[config.mk]
export PLATFORM = sky130hd
export DESIGN_NAME = coeff_pack_3533
export DESIGN_NICKNAME = d
export VERILOG_FILES = /design/src/rtl/coeff_pack_3533.sv
export SDC_FILE = /design/constraint.sdc
export NUM_CORES = 1
export LEC_CHECK = 0
export CAP_MARGIN = 10
export CORE_ASPECT_RATIO = 0.9
export CORE_MARGIN = 4
export CORE_UTILIZATION = 55
export CTS_CLUSTER_SIZE = 40
export DETAILED_ROUTE_END_ITERATION = 10
export PLACE_DENSITY = 0.75
export REMOVE_ABC_BUFFERS = 1
export SYNTH_ARGS = -nofsm -noshare
export SYNTH_HDL_FRONTEND = slang
export SYNTH_SLANG_ARGS = --single-unit
[constraint.sdc]
create_clock -name clk -period 3.2 [get_ports clk]
set_clock_uncertainty 0.05 [all_clocks]
set_input_delay 0.32 -clock clk [delete_from_list [all_inputs] [get_ports clk]]
set_output_delay 0.32 -clock clk [all_outputs]
set_load 0.02 [all_outputs]
[src/rtl/coeff_pack_3533.sv]
// coeff_pack_3533: packs reduced 12-bit coefficients (two per three bytes)
// into a valid/ready byte stream, with sticky range and length error flags.
//
//   state  | meaning
//   S_GET0 | wait for / pop first coefficient of a pair (c0)
//   S_GET1 | wait for / pop second coefficient of a pair (c1)
//   S_B0   | present c0[7:0]
//   S_B1   | present {c1[3:0], c0[11:8]}
//   S_B2   | present c1[11:4]; carries dout_last for a final pair
module coeff_pack_3533 #(
    parameter int unsigned Q     = 3533,
    parameter int unsigned N     = 256,
    parameter int unsigned DEPTH = 4
) (
    input  logic        clk,
    input  logic        rst_n,
    input  logic        din_valid,
    output logic        din_ready,
    input  logic [11:0] din_coef,
    input  logic        din_last,
    output logic        dout_valid,
    input  logic        dout_ready,
    output logic [7:0]  dout_byte,
    output logic        dout_last,
    input  logic        err_clr,
    output logic        err_range,
    output logic        err_len
);

    localparam int unsigned PW = (DEPTH > 1) ? $clog2(DEPTH) : 1;
    localparam int unsigned CW = $clog2(DEPTH + 1);
    localparam int unsigned LW = $clog2(N);

    localparam logic [11:0]   Q_C     = 12'(Q);
    localparam logic [LW-1:0] LEN_MAX = LW'(N - 1);
    localparam logic [CW-1:0] DEPTH_C = CW'(DEPTH);

    typedef enum logic [2:0] {
        S_GET0,
        S_GET1,
        S_B0,
        S_B1,
        S_B2
    } state_t;

    state_t state_q, state_d;

    logic          din_ready_q;
    logic          accept;

    // Accepted coefficients land in a one-entry staging register before the
    // FIFO; it is counted as FIFO occupancy so total buffering stays DEPTH.
    logic          stg_vld_q;
    logic [12:0]   stg_data_q;

    logic [12:0]   fifo_mem_q [DEPTH];
    logic [PW-1:0] wr_ptr_q, rd_ptr_q;
    logic [CW-1:0] fifo_cnt_q, fifo_cnt_d;
    logic [CW-1:0] occ_d;
    logic          fifo_empty;
    logic [12:0]   fifo_head;
    logic          pop;

    logic [11:0]   c0_q, c0_d;
    logic [11:0]   c1_q, c1_d;
    logic          last_q, last_d;

    logic [LW-1:0] len_q, len_d;
    logic          err_range_q, err_range_d;
    logic          err_len_q, err_len_d;

    assign accept     = din_valid && din_ready_q;
    assign din_ready  = din_ready_q;
    assign fifo_empty = (fifo_cnt_q == '0);
    assign fifo_head  = fifo_mem_q[rd_ptr_q];
    assign err_range  = err_range_q;
    assign err_len    = err_len_q;

    // Staging register: holds the coefficient accepted on the previous edge.
    always_ff @(posedge clk or negedge rst_n) begin
        if (!rst_n) begin
            stg_vld_q  <= 1'b0;
            stg_data_q <= '0;
        end else begin
            stg_vld_q <= accept;
            if (accept) begin
                stg_data_q <= {din_last, din_coef};
            end
        end
    end

    // FIFO storage; a staged entry always fits because occupancy includes it.
    always_ff @(posedge clk) begin
        if (stg_vld_q) begin
            fifo_mem_q[wr_ptr_q] <= stg_data_q;
        end
    end

    // Occupancy bookkeeping and the registered ready flag.
    always_comb begin
        fifo_cnt_d = fifo_cnt_q + CW'(stg_vld_q) - CW'(pop);
        occ_d      = fifo_cnt_d + CW'(accept);
    end

    // FIFO pointers, count and din_ready.
    always_ff @(posedge clk or negedge rst_n) begin
        if (!rst_n) begin
            wr_ptr_q    <= '0;
            rd_ptr_q    <= '0;
            fifo_cnt_q  <= '0;
            din_ready_q <= 1'b0;
        end else begin
            if (stg_vld_q) begin
                wr_ptr_q <= wr_ptr_q + PW'(1);
            end
            if (pop) begin
                rd_ptr_q <= rd_ptr_q + PW'(1);
            end
            fifo_cnt_q  <= fifo_cnt_d;
            din_ready_q <= (occ_d < DEPTH_C);
        end
    end

    // FSM state and pair registers.
    always_ff @(posedge clk or negedge rst_n) begin
        if (!rst_n) begin
            state_q <= S_GET0;
            c0_q    <= '0;
            c1_q    <= '0;
            last_q  <= 1'b0;
        end else begin
            state_q <= state_d;
            c0_q    <= c0_d;
            c1_q    <= c1_d;
            last_q  <= last_d;
        end
    end

    // FSM next state, FIFO pop and byte output decode.
    always_comb begin
        state_d    = state_q;
        c0_d       = c0_q;
        c1_d       = c1_q;
        last_d     = last_q;
        pop        = 1'b0;
        dout_valid = 1'b0;
        dout_byte  = 8'h00;
        dout_last  = 1'b0;
        case (state_q)
            S_GET0: begin
                if (!fifo_empty) begin
                    pop    = 1'b1;
                    c0_d   = fifo_head[11:0];
                    last_d = fifo_head[12];
                    if (fifo_head[12]) begin
                        // odd-length polynomial: pad the missing c1 with zero
                        c1_d    = '0;
                        state_d = S_B0;
                    end else begin
                        state_d = S_GET1;
                    end
                end
            end
            S_GET1: begin
                if (!fifo_empty) begin
                    pop     = 1'b1;
                    c1_d    = fifo_head[11:0];
                    last_d  = fifo_head[12];
                    state_d = S_B0;
                end
            end
            S_B0: begin
                dout_valid = 1'b1;
                dout_byte  = c0_q[7:0];
                if (dout_ready) state_d = S_B1;
            end
            S_B1: begin
                dout_valid = 1'b1;
                dout_byte  = {c1_q[3:0], c0_q[11:8]};
                if (dout_ready) state_d = S_B2;
            end
            S_B2: begin
                dout_valid = 1'b1;
                dout_byte  = c1_q[11:4];
                dout_last  = last_q;
                if (dout_ready) state_d = S_GET0;
            end
            default: state_d = S_GET0;
        endcase
    end

    // Error flags and polynomial length counter; a new error beats err_clr.
    always_comb begin
        err_range_d = err_range_q && !err_clr;
        err_len_d   = err_len_q && !err_clr;
        len_d       = len_q;
        if (accept) begin
            if (din_coef >= Q_C) begin
                err_range_d = 1'b1;
            end
            if (len_q == LEN_MAX) begin
                len_d = '0;
                if (!din_last) err_len_d = 1'b1;
            end else if (din_last) begin
                len_d     = '0;
                err_len_d = 1'b1;
            end else begin
                len_d = len_q + LW'(1);
            end
        end
    end

    // Error and length registers.
    always_ff @(posedge clk or negedge rst_n) begin
        if (!rst_n) begin
            err_range_q <= 1'b0;
            err_len_q   <= 1'b0;
            len_q       <= '0;
        end else begin
            err_range_q <= err_range_d;
            err_len_q   <= err_len_d;
            len_q       <= len_d;
        end
    end

endmodule
# ---- Word-level counts from Yosys, hierarchy flattened
# Memory sizes are Yosys's and may differ from the RTL's.
# Cells that the tools add are included.
dict set report op_classes {
  addsub 6
  magnitude_cmp 2
  eq_ne 11
  muxes 26
  bitwise_logic 1
  n_reduce_logical 13
}
# op count
set op_table {}
lappend op_table {{$mux 12} 3}
lappend op_table {{$pmux 12 s2} 1}
lappend op_table {{$pmux 8 s3} 1}
lappend op_table {{$mux 8} 2}
lappend op_table {{$mux 3} 5}
lappend op_table {{$pmux 3 s5} 1}
lappend op_table {{$ge 12x12->1 const B} 1}
lappend op_table {{$mux 1} 12}
lappend op_table {{$ne 2x2->1 const B} 6}
lappend op_table {{$add 8x1->8 const B} 1}
lappend op_table {{$eq 8x8->1 const B} 1}
lappend op_table {{$add 3x1->3} 2}
lappend op_table {{$eq 3x2->1 const B} 2}
lappend op_table {{$logic_not 3->1} 2}
lappend op_table {{$reduce_and 5->1} 1}
lappend op_table {{$add 2x1->2 const B} 2}
lappend op_table {{$reduce_and 2->1} 2}
lappend op_table {{$reduce_and 4->1} 1}
lappend op_table {{$eq 3x1->1 const B} 1}
lappend op_table {{$eq 3x3->1 const B} 1}
lappend op_table {{$logic_and 1x1->1} 3}
lappend op_table {{$lt 3x3->1 const B} 1}
lappend op_table {{$reduce_or 3->1} 1}
lappend op_table {{$sub 3x1->3} 1}
lappend op_table {{5 further kinds} 5}
dict set report totals {
  ff_bits 60
  ram_bits 52
  inputBits 18
  out_inout_bits 13
  elab_cells 73
  memories 1
}
# name words width read_ports rd_clocked_by_memory_dff wr line_no
set memory_table {}
lappend memory_table {fifo_mem_q 4 13 1 0 1 56} ;# logic [12:0] fifo_mem_q [DEPTH];

# ---- Logic depth before layout (Yosys ltp)
dict set report logic_depth {
  ltp_word 6
  mapped_depth 10
  mapped_depth_nobuf 10
}

# ---- Worst setup path after synthesis
# OpenSTA, ideal clock, no wires.
dict set report synth_path {
  kind {flip-flop to flip-flop}
  start {register fifo_cnt_q[1]}
  end {register din_ready_q, in the netlist din_ready}
  arrival_ps 2177
  t_required_ps 3023
  slack_ps 846
  stages_incl_launch_ff 11
  path_buffers 0
  period_less_slack_ps 2354
  path_cell_list {dfrtp_1 nor3_1 nor3_2 ha_1 inv_1 ha_1 inv_1 fa_1 xnor2_1 xnor2_1 xnor2_1}
}
dict set report synth_via {
  elab_chain_cells 6
}
# element line_no
set synth_lines {}
lappend synth_lines {{from (decl)} 58} ;# logic [CW-1:0] fifo_cnt_q, fifo_cnt_d;
lappend synth_lines {{from (signal assigned)} 119} ;# fifo_cnt_q <= fifo_cnt_d;
lappend synth_lines {{$logic_not 3->1} 74} ;# assign fifo_empty = (fifo_cnt_q == '0);
lappend synth_lines {{$mux 1} {151, 165}}
lappend synth_lines {{$mux 1} n/a}
lappend synth_lines {{named net pop} 62} ;# logic pop;
lappend synth_lines {{$sub 3x1->3} 101} ;# fifo_cnt_d = fifo_cnt_q + CW'(stg_vld_q) - CW'(pop);
lappend synth_lines {{named net fifo_cnt_d[2]} 58}
lappend synth_lines {{$add 3x1->3} 102} ;# occ_d = fifo_cnt_d + CW'(accept);
lappend synth_lines {{$lt 3x3->1} 120} ;# din_ready_q <= (occ_d < DEPTH_C);
lappend synth_lines {{to (signal assigned)} 120}
lappend synth_lines {{to (decl)} 48} ;# logic din_ready_q;
# The timed path passes the listed nets, and every way through them passes these cells.
# A chain may end at the register's enable or synchronous reset.

# ---- Worst setup path after layout
dict set report layout_path {
  start {register state_q[0]}
  end {output port dout_byte[0]}
}
dict set report layout_via {
  elab_chain_cells 2
}
# element line_no
set layout_lines {}
lappend layout_lines {{from (decl)} 46} ;# state_t state_q, state_d;
lappend layout_lines {{from (signal assigned)} 132} ;# state_q <= state_d;
lappend layout_lines {{$eq 3x3->1 / $eq 3x2->1 (equally long branches)} 149} ;# case (state_q)
lappend layout_lines {{$pmux 8 s3 *} 149}
lappend layout_lines {{to (decl)} 23} ;# output logic [7:0] dout_byte,
# Mark *: on every way between the ends. The rest lies on a longest branch, timed or not.

==> metrics.txt <==
result of the run complete, no violations; area fraction of the dominant cell type after synthesis about 33%; GRT overflow 0; critical path start-end classification register to primary output; relative area change from synthesis to final layout 12.24%; final cell count without fillers between 400 and 500; Die Span Y 96.57 um; worst r2r src fifo_cnt_q[1]; biggest area consumer among synthesized cells edfxtp_1; startpoint kind of the worst setup timing path register; Async S/R FF share, synth between 50% and 60%; final sum of negative setup slack 0 ps; shortest period the worst path allows approximately 2700 ps; top-level port count 31; unrepaired setup endpoints after global routing false; Port Buffer Count 30; synthesized netlist cell count 330; CTS tree done; worst-case clock buffer depth 2; achievable clock frequency 368.3 MHz; hold-fix buffer count after cts 0; terminus of the critical flop-to-flop path din_ready; H-tree levels 3; Vias roughly 2.6k; flip-flop and latch count after synthesis ~110; Die Span X ~110 um; Diodes inserted 0; routed metal-1 wirelength around 3.8 mm; most frequently used flop master after synthesis dfrtp_1; DRT iter0 DRCs ~150; Period Utilization, post-route between 80 and 90%; data required time at the worst endpoint roughly 2800 ps; count of flip-flops with a built-in enable after synthesis 52; average wire per standard cell 16.16 um; via count of the first global-routing pass 2,511; maximum resistive drop on vdd ~0.45 mV; number of sinks handled by clock tree synthesis approximately 110; worst reg2reg setup slack around 630 ps; number of buffers inserted to repair setup after CTS 0; number of fill cells approximately 650; Final Core Density 63.09%; Placer Congestion about 0.74; core area between 8000 and 9000 sq um; clock latency reported for the late side of the worst-skew pair approximately 360 ps; number of CTS-inserted buffers 9; crit path DAT around 2400 ps; Placed Cells incl. Taps 470; antenna-violating nets left 0; Worst-Margin Slew just under 1000 ps; final number of setup-violating endpoints 0; wire length of the first global-routing pass approximately 13 mm; # DRC 0; DR WL met3 between 200 and 250 um; final net count 388; clock slew seen by the registers of the worst setup and hold paths between 100 and 150 ps; most instantiated cells after synthesis 60 x dfrtp_1, 52 x edfxtp_1, 36 x nand2_1; Met2 Wirelength 3.706 mm; detailed placer's ending HPWL 5.461 mm; mean instance size in the synthesized netlist between 10 and 15 sq um; detailed-router iteration count before antenna repair 4; power density normalized to cell area 956.6 nW/um^2; Clock Root Buffer clkbuf_8; number of max-slew violations in the final report 0; area used by sequential logic in the layout roughly 3100 sq um; number of rows created at floorplan 32; routed via count divided by cell count approximately 5.3; R2R cell count 10; mapped cell area 4793 sq um; max-cap violations 0; kind of end point of the critical path primary output; share of post-route cells with drive strength above 1 approximately 18%; library cells used by synthesis 38; slew margin rel. between 30% and 40%; Ys Warns 0; initial antenna violation count 0; cell leakage power 0.002170 uW; highest routing layer actually used met4; hold violation total from the final report 0; Hold/Removal Path Class input port to asynchronous set/reset pin; most frequent cell after synthesis dfrtp_1; maximum fanout along the worst path 16; sequential area share after synthesis 63.90%; PostCTS Resize Cnt 0; Detailed Route WL between 7 and 8 mm; leading post-synthesis cells by cell area edfxtp_1 33%, dfrtp_1 31%, mux4_2 5.6%, mux2i_1 5.4%, mux2_2 4.0%; area taken by multi-input logic gates ~1600 sq um; initial core utilization roughly 56%; Die ar. between 10,000 and 15,000 sq um; Overall Global Routing Usage around 17%; pin count of the biggest net entering global routing 43
stage by stage:
step	total power [uW]	setup WS (ps)	area [sq um]	hold WS, ps
after floorplan	3788	846.2	4700	-25.59
after global placement	4339	744.2	5196	437.9
after detailed placement	4416	605.2	5196	442.6
after CTS	5195	436.9	5380	83.83
after global routing	5469	304.7	5380	145.8
final	5147	484.5	5380	62.33
state kept, by name (all words and copies together), names as in the netlist:
signal and count:
c0_q 12, c1_q 12, din_ready 1, err_len 1
err_range 1, fifo_cnt_q 3, fifo_mem_q 52, last_q 1
len_q 8, rd_ptr_q 2, state_q 3, stg_data_q 13
stg_vld_q 1, wr_ptr_q 2
report_power, final:
part / internal (uW) / switching [uW] / total, uW
sequential: 2100 / 360 / 2460
clock: 299 / 481 / 780
combinational: 993 / 917 / 1910
total: 3390 / 1760 / 5150
critical path, stage by stage (launching register included):
cell and delay (ps):
dfrtp_1 660, nor3b_1 340, buf_4 220, nand2_1 60, o21ai_0 70, clkdlybuf4s50_1 630
cell type report:
| class | instances | share of cell area, % |
|---|---|---|
| clock buffers | 9 | 2.302 |
| clock inverters | 7 | 1.116 |
| inverters | 21 | 1.465 |
| multi-input cells | 181 | 28.95 |
| flip-flops and latches | 112 | 56.93 |
| well taps | 119 | 2.767 |
| repair buffers | 37 | 6.465 |
how the worst max path moves through the flow:
| stage | from | to | slack (ps) | cells past startpoint |
|---|---|---|---|---|
| 6_report | state_q[0] | dout_byte[0] | 480 | 5 |
| 2_1_floorplan | fifo_cnt_q[1] | din_ready | 850 | 10 |
| 5_1_grt | state_q[0] | dout_byte[3] | 300 | 5 |
| 4_1_cts | state_q[0] | dout_byte[0] | 440 | 5 |
| 3_5_place_dp | fifo_cnt_q[1] | din_ready | 610 | 10 |
| 3_3_place_gp | fifo_cnt_q[1] | din_ready | 740 | 10 |
logic make-up after synthesis:
kind of cell | Yosys count | share of synthesized area, %
simple gates | 70 | 6.969
fa+ha+maj | 8 | 2.245
xor+xnor | 8 | 1.462
compound gates | 30 | 3.629
mux | 65 | 18.19
flops | 112 | 63.90
buf+inv | 37 | 3.602
per-layer routing:
metal | vias up | track usage, %
met3 | 7 | 3.256
met2 | 47 | 26.79
li1 | 1236 | -
met4 | 0 | 4.423
met5 | - | 0
met1 | 1272 | 23.32
placed cells by master, fill, tap and decap left out, types with 5 or more instances in the layout:
| master | Yosys | final |
|---|---|---|
| dfrtp_1 | 60 | 60 |
| edfxtp_1 | 52 | 52 |
| nand2_1 | 36 | 36 |
| clkdlybuf4s50_1 | 0 | 29 |
| mux2i_1 | 26 | 26 |
| inv_1 | 21 | 21 |
| o21ai_0 | 19 | 19 |
| mux2_2 | 17 | 17 |
| mux4_2 | 12 | 12 |
| mux2_4 | 10 | 10 |
| clkbuf_8 | 0 | 9 |
| nor2_1 | 8 | 8 |
| ha_1 | 7 | 7 |
| buf_4 | 4 | 7 |
| and2_1 | 5 | 5 |
Power figures use the tool's default switching activity.
